$ cat config.mk
export PLATFORM = sky130hd
export DESIGN_NAME = multu_hilo
export DESIGN_NICKNAME = d
export VERILOG_FILES = /design/src/rtl/multu_hilo_pkg.sv /design/src/rtl/multu_hilo_hilo_reg.sv /design/src/rtl/multu_hilo.sv
export SDC_FILE = /design/constraint.sdc
export NUM_CORES = 1
export LEC_CHECK = 0
export ABC_AREA = 1
export BUFFER_PORTS_ARGS = -buffer_cell sky130_fd_sc_hd__clkbuf_2
export CORE_MARGIN = 5
export CORE_UTILIZATION = 60
export DETAILED_ROUTE_END_ITERATION = 8
export PLACE_DENSITY_LB_ADDON = 0.08
export SYNTH_ARGS = -nofsm -noshare
export SYNTH_HDL_FRONTEND = slang
export SYNTH_SLANG_ARGS = --single-unit
$ cat constraint.sdc
create_clock -name clk -period 7.4 [get_ports clk]
set_input_delay 1.11 -clock clk [delete_from_list [all_inputs] [get_ports clk]]
set_output_delay 1.11 -clock clk [all_outputs]
set_load 0.005 [all_outputs]
$ cat src/rtl/multu_hilo_pkg.sv
// multu_hilo_pkg: function codes, FSM encoding and the shift-add step shared by the execution unit.
package multu_hilo_pkg;
  localparam logic [5:0] SLL   = 6'b000000;
  localparam logic [5:0] SRL   = 6'b000010;
  localparam logic [5:0] SRA   = 6'b000011;
  localparam logic [5:0] MFHI  = 6'b010000;
  localparam logic [5:0] MFLO  = 6'b010010;
  localparam logic [5:0] MULTU = 6'b011001;
  localparam logic [5:0] ADD   = 6'b100000;
  localparam logic [5:0] ADDU  = 6'b100001;
  localparam logic [5:0] SUB   = 6'b100010;
  localparam logic [5:0] SUBU  = 6'b100011;
  localparam logic [5:0] AND   = 6'b100100;
  localparam logic [5:0] OR    = 6'b100101;
  localparam logic [5:0] XOR   = 6'b100110;
  localparam logic [5:0] NOR   = 6'b100111;
  localparam logic [5:0] SLT   = 6'b101010;
  localparam logic [5:0] SLTU  = 6'b101011;
  typedef enum logic [1:0] {ST_IDLE = 2'd0, ST_RUN = 2'd1, ST_DONE = 2'd2} state_e;
  // One iteration: conditional 33-bit add into the upper half (carry kept in bit 64), then logical shift right.
  function automatic logic [64:0] mul_step(input logic [64:0] p, input logic [31:0] m);
    logic [32:0] sum;
    logic [64:0] t;
    sum = {1'b0, p[63:32]} + {1'b0, m};
    t = p[0] ? {sum, p[31:0]} : p;
    return t >> 1;
  endfunction
endpackage

$ cat src/rtl/multu_hilo_hilo_reg.sv
// hilo_reg: HI/LO result registers with per-register write enables and the MFHI/MFLO read mux.
module hilo_reg
  import multu_hilo_pkg::*;
(
  input  logic        clk,
  input  logic        rst,
  input  logic        hi_we_i,
  input  logic        lo_we_i,
  input  logic [31:0] hi_i,
  input  logic [31:0] lo_i,
  input  logic [5:0]  sel_i,
  output logic [31:0] rd_o
);
  logic [31:0] hi_q, lo_q;
  always_ff @(posedge clk or posedge rst) begin
    if (rst) begin
      hi_q <= '0;
      lo_q <= '0;
    end else begin
      if (hi_we_i) hi_q <= hi_i;
      if (lo_we_i) lo_q <= lo_i;
    end
  end
  always_comb rd_o = sel_i == MFHI ? hi_q : sel_i == MFLO ? lo_q : 32'b0;
endmodule

$ cat src/rtl/multu_hilo.sv
// multu_hilo: 32-cycle shift-add 32x32 unsigned multiplier committing its 64-bit product to HI/LO.
module multu_hilo
  import multu_hilo_pkg::*;
(
  input  logic        clk,
  input  logic        reset,
  input  logic [31:0] dataA,
  input  logic [31:0] dataB,
  input  logic [5:0]  Signal,
  output logic [31:0] dataOut,
  output logic        busy,
  output logic        done
);
  state_e      state_q, state_d;
  logic [4:0]  count_q, count_d;
  logic [31:0] mcand_q, mcand_d;
  logic [64:0] prod_q, prod_d, prod_nx;
  logic        start, commit;
  always_ff @(posedge clk or posedge reset) begin
    if (reset) begin
      state_q <= ST_IDLE;
      count_q <= '0;
      mcand_q <= '0;
      prod_q  <= '0;
    end else begin
      state_q <= state_d;
      count_q <= count_d;
      mcand_q <= mcand_d;
      prod_q  <= prod_d;
    end
  end
  always_comb begin
    start   = Signal == MULTU;
    prod_nx = mul_step(prod_q, mcand_q);
    commit  = state_q == ST_RUN && count_q == 5'd31;
    state_d = state_q;
    count_d = count_q;
    mcand_d = mcand_q;
    prod_d  = prod_q;
    // RUN ignores Signal and operand inputs; IDLE and DONE both accept a new start.
    if (state_q == ST_RUN) begin
      prod_d  = prod_nx;
      count_d = count_q + 5'd1;
      state_d = commit ? ST_DONE : ST_RUN;
    end else if (start) begin
      mcand_d = dataA;
      prod_d  = {33'b0, dataB};
      count_d = '0;
      state_d = ST_RUN;
    end else begin
      state_d = ST_IDLE;
    end
  end
  assign busy = state_q == ST_RUN;
  assign done = state_q == ST_DONE;
  hilo_reg u_hilo (
    .clk     (clk),
    .rst     (reset),
    .hi_we_i (commit),
    .lo_we_i (commit),
    .hi_i    (prod_nx[63:32]),
    .lo_i    (prod_nx[31:0]),
    .sel_i   (Signal),
    .rd_o    (dataOut)
  );
endmodule

# Word-level counts from Yosys, hierarchy flattened
# Cells that the tools add are included.
[totals]
reg_bits = 168
inputBits = 72
output_inout_bits = 34
wordCells = 28
[op_classes]
n_addsub = 2
eq_ne = 6
muxes = 10
bitwise_logic = 1
reduce_logical = 3
[ops]
columns = ["operator", "n"]
rows = [
  ["65-bit two-way mux", 3],
  ["32-bit two-way mux", 2],
  ["32-bit by 32-bit adder with 33-bit output", 1],
  ["6-bit by 5-bit == test with 1-bit output, second input constant", 3],
  ["5-bit two-way mux", 2],
  ["5-bit by 1-bit adder with 5-bit output, second input constant", 1],
  ["5-bit == test, second input constant", 1],
  ["2-bit two-way mux", 2],
  ["2-bit by 1-bit == test with 1-bit output, second input constant", 1],
  ["2-bit == test, second input constant", 1],
  ["2-bit AND reduction", 1],
  ["2-bit nonzero test", 1],
  ["1-bit logical AND", 1],
  ["1-bit two-way mux", 1],
  ["1-bit NOT", 1],
]

# Depth between registers and ports, before layout
# Gate-level depths: netlist of the first run.
[logic_depth]
word_depth = 4
depth_mapped = 13
ltp_nobuf = 13

# Hierarchy
# Synthesis of the first run repeated with hierarchy kept, for this count alone.
[unflattened]
hier_cells = 1328
area_unflattened_um2 = 10065.9
[modules_own_cells]
columns = ["mod", "n_inst", "cells_per_inst", "area_per_inst_um2", "seq_area_each_um2"]
rows = [
  ["multu_hilo", 1, 1068, 6993.0, 2577.5],
  ["hilo_reg", 1, 260, 3072.9, 1601.5],
]

# Worst setup path before layout of the first run
# OpenSTA, ideal clock, no wires.
[synth_path]
path_kind = "input -> output"
from = "in Signal[4]"
to = "out dataOut[10]"
arrival_time_ns = 1.808
t_required_ns = 6.290
path_slack_ns = 4.482
cell_stages = 5
path_buffers = 1
path_cell_list = "inv_1 > nor2_1 > nand3_1 > clkbuf_1 > o22ai_1"
[synth_between]
elab_chain_cells = 3
elab_cells_between_ends = 4
classes_between = "eq/ne (2); mux (2)"
[synth_lines]
columns = ["element", "line_no", "rtl"]
rows = [
  ["start: declaration", "multu_hilo.sv:9", "input logic [5:0] Signal,"],
  ["6-bit by 5-bit == test with 1-bit output", "multu_hilo_hilo_reg.sv:24", "always_comb rd_o = sel_i == MFHI ? hi_q : sel_i == MFLO ? lo_q : 32'b0;"],
  ["32-bit two-way mux", "multu_hilo_hilo_reg.sv:24", ""],
  ["32-bit two-way mux (*)", "multu_hilo_hilo_reg.sv:24", ""],
  ["end: declaration", "multu_hilo.sv:10", "output logic [31:0] dataOut,"],
]
# Every way passes the cells marked *; elsewhere a longest branch is shown, timed or not.

# Worst setup path in the final report of the first run
[layout_path]
from = "in Signal[4]"
to = "out dataOut[15]"
# Same word-level chain as after synthesis.

==> results of run 1 <==
worst min-delay path by stage:
stage                         start         endpoint  slack, ns  cells after the start
floorplan                count_q[3]       count_q[3]       0.44                      1
global placement    u_hilo.hi_q[22]  u_hilo.hi_q[22]       0.47                      2
detailed placement  u_hilo.hi_q[22]  u_hilo.hi_q[22]       0.47                      2
CTS                      mcand_q[6]       mcand_q[6]       0.49                      2
global route         u_hilo.hi_q[6]   u_hilo.hi_q[6]       0.50                      2
finish              u_hilo.hi_q[23]  u_hilo.hi_q[23]       0.48                      2
synthesized netlist by cell type, types with 5 or more instances:
cell type / count
a21oi_1: 22
buf_2: 12
buf_4: 8
clkbuf_1: 24
dfrtp_1: 167
ha_1: 34
inv_1: 228
nand2_1: 485
nand2_2: 6
nand3_1: 89
nand3_2: 6
nand4_1: 5
nor2_1: 50
nor3_1: 5
o211ai_1: 18
o21ai_0: 69
o221ai_1: 17
o22ai_1: 39
or2_2: 16
xnor2_1: 8
xor2_1: 6
layout make-up:
type	count	area, µm²
clock inverters	13	205.2
multi-input cells	889	4365
fillers	1397	4918
clock buffers	18	439.2
repair buffers	112	578.1
flip-flops and latches	167	4179
well taps	216	270.3
inverters	231	872.1
flip-flops by register name (all words and copies together), names as in the netlist:
name and count:
u_hilo.hi_q 32, u_hilo.lo_q 32, state_q 2, mcand_q 32, count_q 5, prod_q 64
logic make-up after synthesis:
family,after synthesis,share of synthesized area (%)
and+or+nand+nor,667,28.39
buffers and inverters,280,11.58
AOI/OAI and AO/OA,173,10.85
DFF,167,43.30
adders and majority gates,35,4.615
xor gates and xnor gates,14,1.270
power by group:
part | switching (mW) | leakage, nW | internal (mW) | total [mW]
logic | 1.04 | 3.42 | 0.537 | 1.58
clock network | 0.395 | 0.314 | 0.585 | 0.980
registers | 0.212 | 2.20 | 1.25 | 1.46
total | 1.65 | 5.94 | 2.37 | 4.02
per-layer routing:
layer  up-vias  track usage, %
met5         -               0
met4         0           6.763
met3        44           4.926
met2       300           44.96
met1      4083           42.26
li1       4369               -
worst reg2reg max path: cells and delay by family (launching register included):
kind | cells | cell delay [ns]
compound gates | 2 | 0.39
buf+inv | 3 | 1.78
flops | 1 | 0.36
simple gates | 2 | 0.52
stage by stage:
step	total power, mW	hold slack, ns	util (%)
after global placement	2.986	0.4663	64.85
after detailed placement	3.016	0.4657	64.85
after global routing	4.316	0.5013	68.92
after floorplan	2.589	0.4446	-
final	4.020	0.4826	68.92
after CTS	4.013	0.4868	68.92
==> results.yml, run 1 <==
status:
  outcome: "complete, no violations"
worst_setup_path:
  ff2ff_path_depth: 7
  critical-path-top-delay-family: "simple AND/OR/NAND/NOR gates"
  crit_path_end: "dataOut[15]"
  worstPathCellList: "clkbuf_2 -> inv_1 -> nor2_1 -> nand3_1 -> o22ai_1 -> clkbuf_2"
  reg2reg_from: "state_q[1]"
  regToRegSetupSlack_ns: 4.22
  crit_top_cell: "clkbuf_2"
  worst-path-buf-inv: 3
  crit_cells: 6
  path_max_fanout: 32
  endpoint_kind: "output pin"
  r2r-end: "count_q[3]"
  path_class: "input pin to output pin"
  cpPeakStageDelay_ns: 0.89
  cp.required_ns: 6.29
  startpoint: "Signal[4]"
  setup.worst_path.start_class: "input pin"
  cp_slowest_cell: "nand3_1"
  arrival_ns: 3.02
cts:
  postCtsSetupBuffers: 0
  cts_tree: "yes"
  clkSinkCount: 167
  clk_latency_ns: 0.42
  htreeDepth: 4
  cts_root_buffer: "clkbuf_16"
  numCtsBuffers: 17
  clk_pin_slew_worst_paths_ns: 0.06
  cts_buffer_depth: 2
  cts_hold_buf: 0
  cts_resized: 0
die:
  io_pins: 106
  num_rows: 46
  die_w_um: 136.8
  die-area_mm2: 0.01872
  dieHeight_um: 136.8
  initial_utilization_pct: 60.98
  coreArea_mm2: 0.01583
pwr:
  powerDensity_mw_per_mm2: 368.5
  p_leak_nw: 5.941
  irDropWorstVdd_uv: 217.9
yosys:
  async_flop_share_pct: 100.0
  yosys.area.top_type: "dfrtp_1"
  synth_top_area_share_pct: 43.30
  yosysSeqAreaShare_pct: 43.30
  synth-seq-cells: 167
  avgSynthCellArea_um2: 7.224
  ys_top_cells_by_area: "dfrtp_1, nand2_1, inv_1"
  synth_edf_count: 0
  yosys.cell_types.count: 39
  synth_nets: 1443
  ys_warn_count: 0
  synth-main-ff-cell: "dfrtp_1"
  synth_area_mm2: 0.009652
  synthCells: 1336
finish:
  final_design_area_no_fill_mm2: 0.01091
  final_common_cell: "nand2_1"
  final_cell_mix: "nand2_1, inv_1, dfrtp_1, clkbuf_2, nand3_1"
  syn_to_final_growth_pct: 13.03
  fin_cells: 1646
  drive_above_1_share_pct: 12.45
  n_antenna_cell: 0
  fin_nets: 1525
detailed_routing:
  wl_met3_um: 1702
  wire_per_inst_um: 15.50
  wl_met1_um: 11740
  ant_nets: 0
  drt_iter0_markers: 690
  wirelength_um: 25510
  vias: 8796
  vias_per_cell: 5.344
  drc: 0
  dr.max_layer_used: "met4"
  first_pass_iters: 7
  met2_wirelength_um: 11610
timing:
  fin_crit_ns: 4.127
  fin_tns_setup_ns: 0
  setup_viol: 0
  maxSlewViolCount: 0
  hold_viol_final: 0
  fmax_ghz: 0.2423
  period_share_pct: 55.78
  rsz0062_at_grt: "false"
  finClkSkew_ns: 0.008965
  maxSlewHeadroom_pct: 14.30
  worst_pin_slew_ns: 1.282
  layout_setup_ws_ns: 3.273
global_routing:
  grt_max_degree: 96
  grt-ovfl-total: 0
  grt_pass1_wl_um: 42140
  antenna_found_initial: 0
  grt_use_total_pct: 28.79
  grt_pass1_vias: 8338
placed_design:
  io_buffer_count: 105
  placed_area_mm2: 0.01026
  pre_cts_slack_ns: 3.331
  post-dp-hpwl_um: 18360
  post-place-cells: 1615
  globalplace.congestion: 0.9026
job:
  cap_violations: 0
hold_path:
  min_path_type: "register to register"
Power figures use the tool's default switching activity.
==> inputs of run 2 (changes only) <==
Clock period 7.4 ns to 4.2 ns, I/O delays scaled along.
==> results.yml, run 2 (same netlist as run 1, synthesis figures left out) <==
status:
  outcome: "complete, no violations"
hold_path:
  worstHoldStart: "dataA[4]"
  hold_path_end: "mcand_q[4]"
  worstHoldPathCells: 3
  min_path_type: "input pin to register"
detailed_routing:
  vias: 8574
  wirelength_um: 24720
  ant_nets: 0
  vias_per_cell: 5.196
  drt_iter0_markers: 732
  drc: 0
  wire_per_inst_um: 14.98
  first_pass_iters: 5
timing:
  maxSlewViolCount: 0
  period_share_pct: 66.16
  rsz0062_at_grt: "false"
  hold_viol_final: 0
  holdWs_ns: 0.3947
  maxSlewHeadroom_pct: 24.71
  layout_setup_ws_ns: 1.421
  worst_pin_slew_ns: 1.128
  setup_viol: 0
  fin_crit_ns: 2.779
  fin_tns_setup_ns: 0
  finClkSkew_ns: 0.009231
  fmax_ghz: 0.3599
worst_setup_path:
  cpPeakStageDelay_ns: 0.42
  ff2ff_path_depth: 8
  regToRegSetupSlack_ns: 1.59
  cp_slowest_cell: "buf_4"
  arrival_ns: 2.15
  r2r-end: "u_hilo.hi_q[1]"
  worstPathCellList: "inv_1 -> nand2_2 -> inv_2 -> buf_4 -> clkbuf_2"
  path_max_fanout: 38
  path_class: "register to output pin"
  reg2reg_from: "state_q[1]"
  cp.required_ns: 3.57
  endpoint_kind: "output pin"
  setup.worst_path.start_class: "register"
cts:
  cts_root_buffer: "clkbuf_16"
  postCtsSetupBuffers: 0
  htreeDepth: 4
  clk_pin_slew_worst_paths_ns: 0.07
  cts_resized: 0
  numCtsBuffers: 17
  cts_tree: "yes"
  cts_buffer_depth: 2
  clk_latency_ns: 0.43
  clkSinkCount: 167
  cts_hold_buf: 0
die:
  io_pins: 106
  initial_utilization_pct: 60.98
  num_rows: 46
  dieHeight_um: 136.8
  die-area_mm2: 0.01872
  coreArea_mm2: 0.01583
  die_w_um: 136.8
finish:
  final_common_cell: "nand2_1"
  final_cell_mix: "nand2_1, inv_1, dfrtp_1, clkbuf_2, nand3_1"
  regArea_mm2: 0.004179
  n_antenna_cell: 0
  drive_above_1_share_pct: 12.62
  fill_cells: 1394
  syn_to_final_growth_pct: 12.59
  largest_reg_flops: 64
  final_design_area_no_fill_mm2: 0.01087
  fin_nets: 1528
  multi_input_comb_area_mm2: 0.004365
  top_register: "prod_q"
global_routing:
  grt_pass1_vias: 8249
  grt_max_degree: 168
  grt_pass1_wl_um: 41070
  grt-ovfl-total: 0
  antenna_found_initial: 0
  grt_use_total_pct: 28.00
placed_design:
  globalplace.congestion: 0.9282
  io_buffer_count: 105
  placed_area_mm2: 0.01031
  post-dp-hpwl_um: 17580
  pre_cts_slack_ns: 1.618
job:
  cap_violations: 0
pwr:
  irDropWorstVdd_uv: 425.9
  p_leak_nw: 5.918
  powerDensity_mw_per_mm2: 626.1
[run 2: cell types whose count changed in the layout (fill, tap and decap cells not counted), sizes merged]
cell / delta
bufinv: -4
clkbuf: +1
buf: +3
inv: -1
clkinv: +4
clkinvlp: +1
[run 2: cell type report]
| cell class | count | area share [%] |
|---|---|---|
| Multi-Input combinational cell | 889 | 40.17 |
| Sequential cell | 167 | 38.46 |
| Inverter | 231 | 8.014 |
| Timing Repair Buffer | 115 | 5.757 |
| Clock buffer | 19 | 4.076 |
| Tap cell | 216 | 2.487 |
| Clock inverter | 13 | 1.036 |
[run 2: stage by stage]
| stage | instances | utilization [%] | power, mW |
|---|---|---|---|
| after floorplan | 1336 | - | 4.562 |
| after global placement | 1618 | 65.15 | 5.216 |
| after detailed placement | 1618 | 65.15 | 5.264 |
| after CTS | 1650 | 68.66 | 6.792 |
| after global routing | 1650 | 68.66 | 7.346 |
| final | 1650 | 68.66 | 6.804 |
[run 2: worst max path at each step]
stage,startpoint,to,cells after the start
after detailed placement,state_q[1],u_hilo.hi_q[1],8
after global routing,state_q[1],busy,5
after global placement,state_q[1],u_hilo.hi_q[9],7
final,state_q[1],busy,5
after floorplan,reset,count_q[0],1
after CTS,state_q[1],busy,5
[run 2: power breakdown]
group / internal [mW] / switching, mW
logic: 0.953 / 1.78
clock network: 0.793 / 0.710
registers: 2.20 / 0.372
total: 3.94 / 2.86
[run 2: metal layers]
metal,global-route usage [%],share of wire (%)
met4,6.763,1.6
met2,42.58,44
met1,41.23,48
met3,5.993,6.3
met5,0,0
[run 2: critical path, delay by kind of cell (launching register included)]
kind,cells,cell delay [ns]
buffers and inverters,4,0.95
and+or+nand+nor,1,0.40
DFF,1,0.36
